### src/rtl/wb_reg_bank_pkg.sv
// Shared types and helpers for the Wishbone register bank family.
// Holds the address-width helper, the byte-lane merge and the retry tie-off.
package wb_reg_bank_pkg;

    // Retry is never signalled by these banks.
    localparam logic WB_RTY_TIE = 1'b0;

    // Widest supported bus; the byte-merge helper works on this width.
    localparam int MAX_DATA_W = 64;

    // Ceiling log2 usable in constant expressions; clog2(1) = 0.
    function automatic int clog2(input int n);
        int r;
        int v;
        r = 32'sd0;
        v = 32'sd1;
        while (v < n) begin
            v = v * 32'sd2;
            r = r + 32'sd1;
        end
        return r;
    endfunction

    // Take each byte from new_w where sel is set, otherwise keep old_w.
    function automatic logic [MAX_DATA_W-1:0] byte_merge(
        input logic [MAX_DATA_W-1:0] old_w,
        input logic [MAX_DATA_W-1:0] new_w,
        input logic [7:0]            sel
    );
        logic [MAX_DATA_W-1:0] res;
        res = old_w;
        for (int b = 32'sd0; b < 32'sd8; b++) begin
            if (sel[b]) begin
                res[b*8 +: 8] = new_w[b*8 +: 8];
            end else begin
                res[b*8 +: 8] = old_w[b*8 +: 8];
            end
        end
        return res;
    endfunction

endpackage

### src/rtl/wb_slave_hs.sv
// Wishbone pipelined-slave handshake: one outstanding read and one outstanding
// write, registered ack/err, combinational stall. Shared by the generated banks.
// A read is not accepted while a write is in flight, so a read termination can
// never land in the same cycle as a write termination and ack/err stay unique.
module wb_slave_hs (
    input  logic clk_i,
    input  logic rst_i,
    input  logic cyc_i,
    input  logic stb_i,
    input  logic we_i,
    input  logic rd_map_i,   // read index decodes to a real register
    input  logic wr_term_i,  // write stage-0 is valid: terminate next cycle
    input  logic wr_map_i,   // stage-0 write index decodes to a real register
    output logic rd_acc_o,
    output logic wr_acc_o,
    output logic ack_o,
    output logic err_o,
    output logic stall_o
);

    logic w_en;
    logic r_rip;
    logic r_wip;
    logic r_wr_done;
    logic r_ack;
    logic r_err;

    assign w_en     = cyc_i & stb_i;
    assign rd_acc_o = w_en & ~we_i & ~r_rip & ~r_wip;
    assign wr_acc_o = w_en &  we_i & ~r_wip;
    assign ack_o    = r_ack;
    assign err_o    = r_err;
    assign stall_o  = w_en & ~(r_ack | r_err);

    // Track in-progress read/write; a read always terminates the cycle after it is accepted.
    always_ff @(posedge clk_i) begin
        if (rst_i) begin
            r_rip     <= 1'b0;
            r_wip     <= 1'b0;
            r_wr_done <= 1'b0;
        end else begin
            if (rd_acc_o) begin
                r_rip <= 1'b1;
            end else if (r_rip) begin
                r_rip <= 1'b0;
            end else begin
                r_rip <= r_rip;
            end
            r_wr_done <= wr_term_i;
            if (wr_acc_o) begin
                r_wip <= 1'b1;
            end else if (r_wr_done) begin
                r_wip <= 1'b0;
            end else begin
                r_wip <= r_wip;
            end
        end
    end

    // Registered terminations: reads one cycle after accept, writes one cycle after stage 0.
    always_ff @(posedge clk_i) begin
        if (rst_i) begin
            r_ack <= 1'b0;
            r_err <= 1'b0;
        end else begin
            r_ack <= (rd_acc_o & rd_map_i) | (wr_term_i & wr_map_i);
            r_err <= (rd_acc_o & ~rd_map_i) | (wr_term_i & ~wr_map_i);
        end
    end

endmodule

### src/rtl/wb_reg_bank.sv
// Parametrised Wishbone pipelined register bank: NREGS x DATA_W control registers
// with read-back, per-register write strobes and error termination on unmapped
// indices. Optional macro WB_REG_BANK_BYTE_SEL_EN enables byte-lane writes;
// without it wb_sel_i is ignored and writes replace the full word.
module wb_reg_bank
    import wb_reg_bank_pkg::*;
#(
    parameter int                     NREGS   = 2,
    parameter int                     DATA_W  = 32,
    parameter logic [NREGS*DATA_W-1:0] RST_VAL = {(NREGS*DATA_W){1'b0}},
    localparam int                    ALSB    = clog2(DATA_W / 8),
    localparam int                    AW      = (clog2(NREGS) > 0) ? clog2(NREGS) : 1
) (
    input  logic                      clk_i,
    input  logic                      rst_i,
    input  logic                      wb_cyc_i,
    input  logic                      wb_stb_i,
    input  logic [AW+ALSB-1:ALSB]     wb_adr_i,
    input  logic [DATA_W/8-1:0]       wb_sel_i,
    input  logic                      wb_we_i,
    input  logic [DATA_W-1:0]         wb_dat_i,
    output logic                      wb_ack_o,
    output logic                      wb_err_o,
    output logic                      wb_rty_o,
    output logic                      wb_stall_o,
    output logic [DATA_W-1:0]         wb_dat_o,
    output logic [NREGS*DATA_W-1:0]   regs_o,
    output logic [NREGS-1:0]          wr_stb_o
);

    localparam logic [AW:0] NREGS_W = (AW+1)'(NREGS);

    logic [DATA_W-1:0] r_regs [NREGS];
    logic [DATA_W-1:0] w_rd_data;
    logic              w_rd_map;
    logic              w_wr_map;
    logic              w_rd_acc;
    logic              w_wr_acc;
    logic              r_wr_vld_d0;
    logic [AW-1:0]     r_wr_adr_d0;
    logic [DATA_W-1:0] r_wr_dat_d0;
    logic [NREGS-1:0]  r_wr_stb;
    logic [DATA_W-1:0] r_dat;
`ifdef WB_REG_BANK_BYTE_SEL_EN
    logic [DATA_W/8-1:0] r_wr_sel_d0;
`else
    logic                w_unused_sel;
    assign w_unused_sel = ^wb_sel_i;
`endif

    wb_slave_hs u_hs (
        .clk_i     (clk_i),
        .rst_i     (rst_i),
        .cyc_i     (wb_cyc_i),
        .stb_i     (wb_stb_i),
        .we_i      (wb_we_i),
        .rd_map_i  (w_rd_map),
        .wr_term_i (r_wr_vld_d0),
        .wr_map_i  (w_wr_map),
        .rd_acc_o  (w_rd_acc),
        .wr_acc_o  (w_wr_acc),
        .ack_o     (wb_ack_o),
        .err_o     (wb_err_o),
        .stall_o   (wb_stall_o)
    );

    // Indices at or above NREGS exist only for non-power-of-two depths.
    assign w_rd_map = ({1'b0, wb_adr_i} < NREGS_W);
    assign w_wr_map = ({1'b0, r_wr_adr_d0} < NREGS_W);

    // Read mux samples the array before the edge; unmapped indices give zero.
    always_comb begin
        w_rd_data = {DATA_W{1'b0}};
        for (int i = 32'sd0; i < NREGS; i++) begin
            w_rd_data = (wb_adr_i == AW'(i)) ? r_regs[i] : w_rd_data;
        end
    end

    // Read data register: loads on read accept, otherwise holds the last read.
    always_ff @(posedge clk_i) begin
        if (rst_i) begin
            r_dat <= {DATA_W{1'b0}};
        end else if (w_rd_acc) begin
            r_dat <= w_rd_data;
        end else begin
            r_dat <= r_dat;
        end
    end

    // Write stage 0: capture address, data and lane selects of an accepted write.
    always_ff @(posedge clk_i) begin
        if (rst_i) begin
            r_wr_vld_d0 <= 1'b0;
            r_wr_adr_d0 <= {AW{1'b0}};
            r_wr_dat_d0 <= {DATA_W{1'b0}};
`ifdef WB_REG_BANK_BYTE_SEL_EN
            r_wr_sel_d0 <= {(DATA_W/8){1'b0}};
`endif
        end else begin
            r_wr_vld_d0 <= w_wr_acc;
            if (w_wr_acc) begin
                r_wr_adr_d0 <= wb_adr_i;
                r_wr_dat_d0 <= wb_dat_i;
`ifdef WB_REG_BANK_BYTE_SEL_EN
                r_wr_sel_d0 <= wb_sel_i;
`endif
            end else begin
                r_wr_adr_d0 <= r_wr_adr_d0;
                r_wr_dat_d0 <= r_wr_dat_d0;
`ifdef WB_REG_BANK_BYTE_SEL_EN
                r_wr_sel_d0 <= r_wr_sel_d0;
`endif
            end
        end
    end

    // Register array: commit stage-0 write; unmapped indices match no register.
    always_ff @(posedge clk_i) begin
        for (int i = 32'sd0; i < NREGS; i++) begin
            if (rst_i) begin
                r_regs[i] <= RST_VAL[i*DATA_W +: DATA_W];
            end else if (r_wr_vld_d0 && (r_wr_adr_d0 == AW'(i))) begin
`ifdef WB_REG_BANK_BYTE_SEL_EN
                r_regs[i] <= DATA_W'(byte_merge(MAX_DATA_W'(r_regs[i]),
                                                MAX_DATA_W'(r_wr_dat_d0),
                                                8'(r_wr_sel_d0)));
`else
                r_regs[i] <= r_wr_dat_d0;
`endif
            end else begin
                r_regs[i] <= r_regs[i];
            end
        end
    end

    // Per-register strobe, high in the cycle the new value first appears on regs_o.
    always_ff @(posedge clk_i) begin
        if (rst_i) begin
            r_wr_stb <= {NREGS{1'b0}};
        end else begin
            for (int i = 32'sd0; i < NREGS; i++) begin
                r_wr_stb[i] <= r_wr_vld_d0 && (r_wr_adr_d0 == AW'(i));
            end
        end
    end

    for (genvar g = 0; g < NREGS; g++) begin : g_regs_o
        assign regs_o[g*DATA_W +: DATA_W] = r_regs[g];
    end

    assign wb_dat_o = r_dat;
    assign wr_stb_o = r_wr_stb;
    assign wb_rty_o = WB_RTY_TIE;

endmodule

### config.mk
export PLATFORM = sky130hd
export DESIGN_NAME = wb_reg_bank
export DESIGN_NICKNAME = d
export VERILOG_FILES = /design/src/rtl/wb_reg_bank_pkg.sv /design/src/rtl/wb_slave_hs.sv /design/src/rtl/wb_reg_bank.sv
export SDC_FILE = /design/constraint.sdc
export NUM_CORES = 1
export LEC_CHECK = 0
export CAP_MARGIN = 5
export CORE_AREA = 2 2 120 122
export CTS_CLUSTER_DIAMETER = 100
export DETAILED_ROUTE_END_ITERATION = 12
export DIE_AREA = 0 0 122 124
export MAX_ROUTING_LAYER = met4
export PLACE_DENSITY_LB_ADDON = 0.2
export SKIP_LAST_GASP = 1
export SYNTH_ARGS = -nofsm -noshare
export SYNTH_HDL_FRONTEND = slang
export SYNTH_SLANG_ARGS = --single-unit
### constraint.sdc
create_clock -name clk_i -period 4.1 [get_ports clk_i]
set_clock_uncertainty 0.15 [all_clocks]
set_input_delay 0.41 -clock clk_i [delete_from_list [all_inputs] [get_ports clk_i]]
set_output_delay 0.41 -clock clk_i [all_outputs]
set_load 0.01 [all_outputs]
==> flow_results.org, run 1 <==
** Status
- The run finished with clean final reports.

** Clock network
- Worst skew pair latency :: roughly 0.4 ns
- TritonCTS built the clock tree.
- Hold repair after CTS inserted 0 buffers.
- TritonCTS created 17 clock buffers.
- Cts repair resizes :: 0
- In this run the deepest clock path goes through 2 buffers.
- Clock net sink count :: 136
- Clock-pin slew was measured on the worst setup and hold paths at approximately 0.060 ns.
- CTS placed an instance of clkbuf_16 at the clock tree root.
- In this run the post-CTS setup repair buffer count came out at 0.
- Number of H-tree levels :: 4

** Worst setup path
- Kind of end point of the critical path :: output pin
- Kind of critical path :: in2out
- STA classifies the critical path startpoint as a primary input.
- Data arrives at the worst endpoint at 1.62 ns.
- At the worst endpoint, the required time is about 3.5 ns.
- Of all nets on the critical path, the largest fanout is 4.

** STA
- Number of setup violations in the final report :: 0
- Final Slew Violations :: 0
- The worst path in the final design needs a cycle of between 2 and 2.5 ns, including I/O delays and setup.
- Worst hold slack after final layout :: just under 0.3 ns
- The number of hold violations in the final report is 0.
- Setup repair after global routing left no endpoint under its margin.
- Total negative slack :: 0 ns
- The worst pin sits at a relative slew slack of 0.265.
- Highest clock rate :: 0.459 GHz
- For the pin with the worst max-slew slack, the measured transition is 1.10 ns.
- Setup slack closes at approximately 1.9 ns.
- In the finished design, the share of the clock period the worst path needs comes to 0.532.

** Global route
- The via count of the first global-routing pass came to 3846.
- Global routing finished with a remaining overflow of 0.
- Pin count of the biggest net entering global routing :: between 70 and 80
- GRT Total Usage :: 0.179
- The number of antenna violations at the first check in global routing is 0.
- First-pass GRT wire length :: between 15000 and 20000 µm

** Synthesis
- A synthesized cell averages about 12 µm².
- Fraction of synthesized cell area in xor and xnor cells :: 0
- Number of synthesis warnings :: 0
- The portion of synthesized area spent on multiplexers is 0.0595.
- Counting flops with a built-in enable in the synthesized netlist gives 64.
- Post-synthesis adder-cell area fraction :: 0
- In the synthesized netlist the async set-or-reset flop fraction comes to 0.
- Top-area cell type share of the netlist area :: 0.357
- After synthesis, the largest family of logic cells by area is compound AO/OA/AOI/OAI gates.
- Of the total synthesized cell area, the portion taken by AND, OR, NAND and NOR gates is 0.137.
- Most instantiated cells after synthesis :: 72 x dfxtp_1, 67 x a21oi_1, 67 x nand2_1
- In the post-synthesis netlist, the cell with the most instances is dfxtp_1.
- Synthesis inferred 136 register bits.
- Yosys mapped the design onto 25 distinct sky130hd cell types.
- Synthesis produced 456 cells.
- The synthesized-area fraction occupied by ao, oa, aoi and oai cells is 0.138.
- Yosys attributes the largest share of cell area to edfxtp_1 36%, dfxtp_1 27%, a211oi_2 7.0%.
- Summing every instance area after synthesis gives about 5400 µm².
- The share of the Yosys chip area taken by registers is 0.625.
- The most used flip-flop cell after synthesis is dfxtp_1.
- edfxtp_1 takes more of the synthesized area than any other cell.

** Placed design
- During placement, the flow inserted port buffers numbering 137.
- Before CTS, the worst setup slack after placement is 1.65 ns.
- The congestion estimate from routability-driven global placement came to around 0.8.
- HPWL Detailed :: 7930 µm

** Cells and area
- The net count of the finished layout is 624.
- Of the cells placed in the final design, the portion with a size suffix greater than 1 is 0.128.
- Area growth, synth to finish :: 39.2%
- Antenna Cells :: 0

** Route
- Via count normalized by instance count :: just under 5
- Total via count in the routed design :: 3785
- Routed wire per std cell :: 16.6 µm
- Number of detailed-routing iterations run before antenna repair :: 4
- The detailed router finished its first iteration with approximately 180 violations.
- WL final :: 12800 µm
- Count of antenna-violating nets left after detailed routing :: 0
- In the routed design, unresolved DRC markers number 0.

** Die
- In this run the count of I/O pins placed on the die edge is 144.
- The die covers 15100 µm².
- In this run the core area contains 43 standard-cell rows.
- Initial Utilization :: 0.392
- CORE AREA :: around 14000 µm²
- Die Span Y :: 124 µm
- From left edge to right edge, the die measures 122 µm.

** Job
- Max_cap viols :: 0

** Power
- The design draws 3490 µW.
- Leakage :: 0.00280 µW
- The worst-case IR drop observed on VDD is 0.000233 V.
- Pwr/cell area :: 466 nW/µm²

** Worst hold path
- In this run the worst hold path is classified as in2reg.
[through the flow]
step / util / std cells / cell area, µm²
after global placement: 0.499 / 743 / 6850
after CTS: 0.546 / 775 / 7500
final: 0.546 / 775 / 7500
after detailed placement: 0.499 / 743 / 6850
after global routing: 0.546 / 775 / 7500
after floorplan: - / 457 / 5390
[flip-flops by register name (all words and copies together), names as in the netlist]
name and flops:
r_wr_dat_d0 32, u_hs.ack_o 1, r_wr_adr_d0 1, wr_stb_o 2
u_hs.r_rip 1, r_regs 64, u_hs.r_wip 1, r_wr_vld_d0 1
wb_dat_o 32, u_hs.r_wr_done 1
[logic make-up after synthesis]
group,after synthesis
flip-flops,136
other,1
AO/OA/AOI/OAI,101
multiplexers,32
buffers and inverters,42
AND/OR/NAND/NOR,144
[worst max-delay path, cell delays in order]
cell	delay, ns
clkdlybuf4s50_1	0.52
nand2_1	0.07
nor2_1	0.08
clkdlybuf4s50_1	0.54
[routing by layer]
metal	GRT usage	wire [µm]	up-vias
li1	-	-	1865
met1	0.209	5640	1812
met2	0.309	6560	102
met3	0.0366	543	6
met4	0.0639	103	0
met5	-	0	-
[final timing paths]
kind | startpoint | to | slack (ns) | cells past startpoint
worst max-delay path | wb_cyc_i | wb_stall_o | 1.92 | 4
worst min-delay path | rst_i | r_wr_dat_d0[3]$_SDFFE_PP0P_ | 0.30 | 2
worst max register to register | r_wr_vld_d0$_SDFF_PP0_ | r_regs[0][23]$_SDFFCE_PN0P_ | 2.21 | 2
worst min register to register | r_wr_dat_d0[18]$_SDFFE_PP0P_ | r_wr_dat_d0[18]$_SDFFE_PP0P_ | 0.31 | 2
[layout by cell type, fill, tap and decap left out]
cell type        Yosys  layout
a211oi_1             2       2
a211oi_2            30      30
a21o_1               2       2
a21oi_1             67      67
and2_1               2       2
and2_4               1       1
and3_1              32      32
and3b_1              1       1
and4b_1              1       1
buf_2               12       1
buf_4                2      11
bufinv_16            0       5
clkbuf_1            19       1
clkbuf_16            0      17
clkdlybuf4s50_1      0     135
clkinv_2             0       2
clkinv_4             0       5
conb_1               1       2
dfxtp_1             72      72
edfxtp_1            64      64
inv_1                1       1
inv_6                0       2
mux2i_1             32      32
nand2_1             67      67
nand4b_1             1       1
nor2_1               3       3
nor2_4               0       1
nor2b_1             34      33
nor2b_2              0       1
or2b_1               1       1
[where the power goes]
part | internal (µW) | total [µW] | leakage (µW) | switching [µW]
clock network | 1090 | 1660 | 0.000319 | 578
registers | 1480 | 1510 | 0.00125 | 34.2
logic | 156 | 313 | 0.00123 | 158
[area by class of cell]
type	count	area, µm²
sequential	136	3360
inverter	1	3.75
clock inverter	14	221
multi-input combinational	279	1810
fill	1210	6220
tap	180	225
timing repair buffer	147	1440
clock buffer	18	429
(Power assumes the default switching activity.)
==> run 2: changes to the inputs <==
==> constraint.sdc (replaced) <==
create_clock -name clk_i -period 2.2 [get_ports clk_i]
set_clock_uncertainty 0.15 [all_clocks]
set_input_delay 0.22 -clock clk_i [delete_from_list [all_inputs] [get_ports clk_i]]
set_output_delay 0.22 -clock clk_i [all_outputs]
set_load 0.01 [all_outputs]
==> flow_results.org, run 2 (synthesis gave the netlist of run 1 again) <==
** Clock network
- Clock tree synthesis selected as its root buffer the cell clkbuf_16.
- The total of hold buffers inserted after clock tree synthesis is 1 (+1).
- The total setup buffers inserted after CTS is 0 (unchanged).
- The number of buffers created by CTS came to 17 (unchanged).
- The clock-pin slew reported for the worst setup and hold paths after clock tree synthesis is 0.06 ns (about the same).
- TritonCTS clock tree :: built
- The number of gates resized after CTS was 0 (unchanged).
- The clock sink count came to 136 (unchanged).
- Maximum clock insertion buffer count :: 2 (unchanged)
- The number of levels the H-tree was split into is 4 (unchanged).
- The clock insertion delay at the later pin of the skew report came to 0.41 ns (about the same).

** Global route
- The met1 layer usage reported by global route came to 0.217 (+0.00761).
- The global-route wire length before repair was 19800 µm (-0.90%).
- The maximum number of pins on one net before global-route repair was 48 (-32%).
- Initial antenna violation count :: 0 (unchanged)
- The final global-route overflow total was 0 (unchanged).
- GRT met3 Usage :: 0.0467 (+0.0101)
- GRT Total Usage :: 0.183 (+0.00345)
- Most heavily used metal layer in global routing :: met2
- Via count of the first global-routing pass :: 3801 (-1.2%)
- Global routing usage on met2 :: 0.300 (-0.00908)

** Cells and area
- Fraction of final layout cells with drive strength greater than 1 :: 0.145 (+0.0172)
- Area growth, synth to finish :: 40.7%
- The antenna diode instance count is 0 (unchanged).
- The net total in the final layout came to 636 (+1.9%).
- The number of standard cells in the final layout excluding fillers was 787 (+1.5%).
- Commonest non-fill, non-tap cell in the layout :: clkdlybuf4s50_1
- r_regs holds more flip-flops than any other register.
- Number of flip-flops in the largest register :: 64 (unchanged)
- Highest-count cells in the layout ignoring fill and taps :: 135 x clkdlybuf4s50_1, 72 x dfxtp_1, 67 x nand2_1, 67 x a21oi_1, 64 x edfxtp_1

** STA
- Total negative slack :: 0 ns (unchanged)
- The number of hold violations in the final report was 0 (unchanged).
- The actual transition at the worst max-transition pin is 0.604 ns (-0.499 ns).
- Final min period :: 1.81 ns
- Worst slew slack as a fraction of its limit :: 0.597 (+0.332)
- RSZ-0062 raised after global routing :: no
- Derived from the worst setup path, the maximum achievable clock frequency is between 0.5 and 0.6 GHz.
- Fraction of the cycle the final worst path needs :: 0.824
- The count of pins over their slew limit is 0 (unchanged).
- The number of endpoints failing setup at the final stage was 0 (unchanged).

** Die
- Chip width :: 122 µm (unchanged)
- The die area is 15100 µm² (unchanged).
- CORE AREA :: 13700 µm² (unchanged)
- The starting utilization of the core area came to 0.392 (unchanged).
- Total I/O pin count :: 144 (unchanged)
- Die Span Y :: 124 µm (unchanged)
- The site row count came to 43 (unchanged).

** Worst setup path
- In this run the critical register-to-register path is launched from u_hs.r_wip$_SDFFE_PP0P_.
- Dominant cell type by count on the critical path :: clkdlybuf4s50_1
- CP arrival :: 1.44 ns (-0.18 ns)
- Delay of the slowest critical-path stage :: 0.54 ns (about the same)
- Top Family by Delay on Critical Path :: buffers and inverters
- Traced cell by cell, the critical path runs through clkdlybuf4s50_1, nand2_1, nor2_1, clkdlybuf4s50_1.
- STA classifies the critical path endpoint as an output pin.
- Worst path bufs/invs :: 2 (unchanged)
- The endpoint required time on the critical path is 1.83 ns (-1.71 ns).
- STA classifies the critical path startpoint as a primary input.
- The highest fanout seen on the critical path came to 4 (unchanged).
- Kind of critical path :: in2out
- The slowest stage of the critical path belongs to the cell clkdlybuf4s50_1.
- The worst setup slack for register-to-register paths came to 0.72 ns (-1.49 ns).
- Critical Path Source :: wb_stb_i

** Route
- Drt initial violations :: 206 (+18%)
- WL final :: 13000 µm (+0.92%)
- Count of antenna-violating nets left after detailed routing :: 0 (unchanged)
- The mean routed wirelength per cell came to 16.5 µm (-0.62%).
- The via count came to 3854 (+1.8%).
- The number of DRC violations after detailed routing came to 0 (unchanged).
- Number of detailed-routing iterations run before antenna repair :: 4 (unchanged)
- The detail-routed via count per cell came to 4.90 (+0.27%).

** Power
- The leakage power summed over all cells was 0.00284 µW (+1.3%).
- Pwr/cell area :: 823 nW/µm² (+77%)
- The overall power of the completed layout was 6240 µW (+79%).
- The highest ir drop seen on vdd was 0.000448 V (+92%).

** Placed design
- # placed instances :: 754 (+1.5%)
- Port bufs :: 137 (unchanged)
- The global placer's final weighted congestion is 0.775 (-1.7%).
- HPWL Detailed :: 8500 µm (+7.1%)

** Worst hold path
- Worst hold-check path type :: in2reg
- In this run the most critical hold path is launched from wb_adr_i.

** Status
- The run finished with clean final reports.

** Job
- Max_cap viols :: 0 (unchanged)
-- run 2: metrics by stage --
stage / hold slack, ns / instance area [µm²] / util / setup WS, ns
after global routing: 0.185 / 7580 / 0.552 / 0.313
after CTS: 0.180 / 7580 / 0.552 / 0.373
after floorplan: 0.206 / 5390 / - / 0.292
after detailed placement: 0.304 / 6970 / 0.508 / 0.306
after global placement: 0.296 / 6970 / 0.508 / 0.329
final: 0.194 / 7580 / 0.552 / 0.388
-- run 2: final cells by class --
cell class | instances | area, µm²
inverter | 1 | 3.75
clock inverter | 12 | 123
fill | 1191 | 6140
timing repair buffer | 159 | 1570
tap | 180 | 225
sequential | 136 | 3360
clock buffer | 20 | 478
multi-input combinational | 279 | 1810
-- run 2: where the power goes --
part / switching [µW] / total, µW / internal (µW)
Combinational: 299 / 609 / 310
Clock: 1030 / 2810 / 1780
Sequential: 63.1 / 2820 / 2760
-- run 2: final timing paths --
kind,to,cells after the start
max,wb_stall_o,4
min reg2reg,r_wr_dat_d0[23]$_SDFFE_PP0P_,2
min,wb_dat_o[0]$_SDFFE_PP0P_,3
max reg2reg,wb_dat_o[11]$_SDFFE_PP0P_,4
-- run 2: tightest hold or removal path: stages --
cell and delay [ns]:
buf_2 0.21, mux2i_1 0.19, a211oi_1 0.08
-- run 2: routing by layer --
layer | up-vias | share of wire
met5 | - | 0
met4 | 0 | 0.013
met3 | 16 | 0.053
met2 | 113 | 0.50
met1 | 1838 | 0.43
li1 | 1887 | -
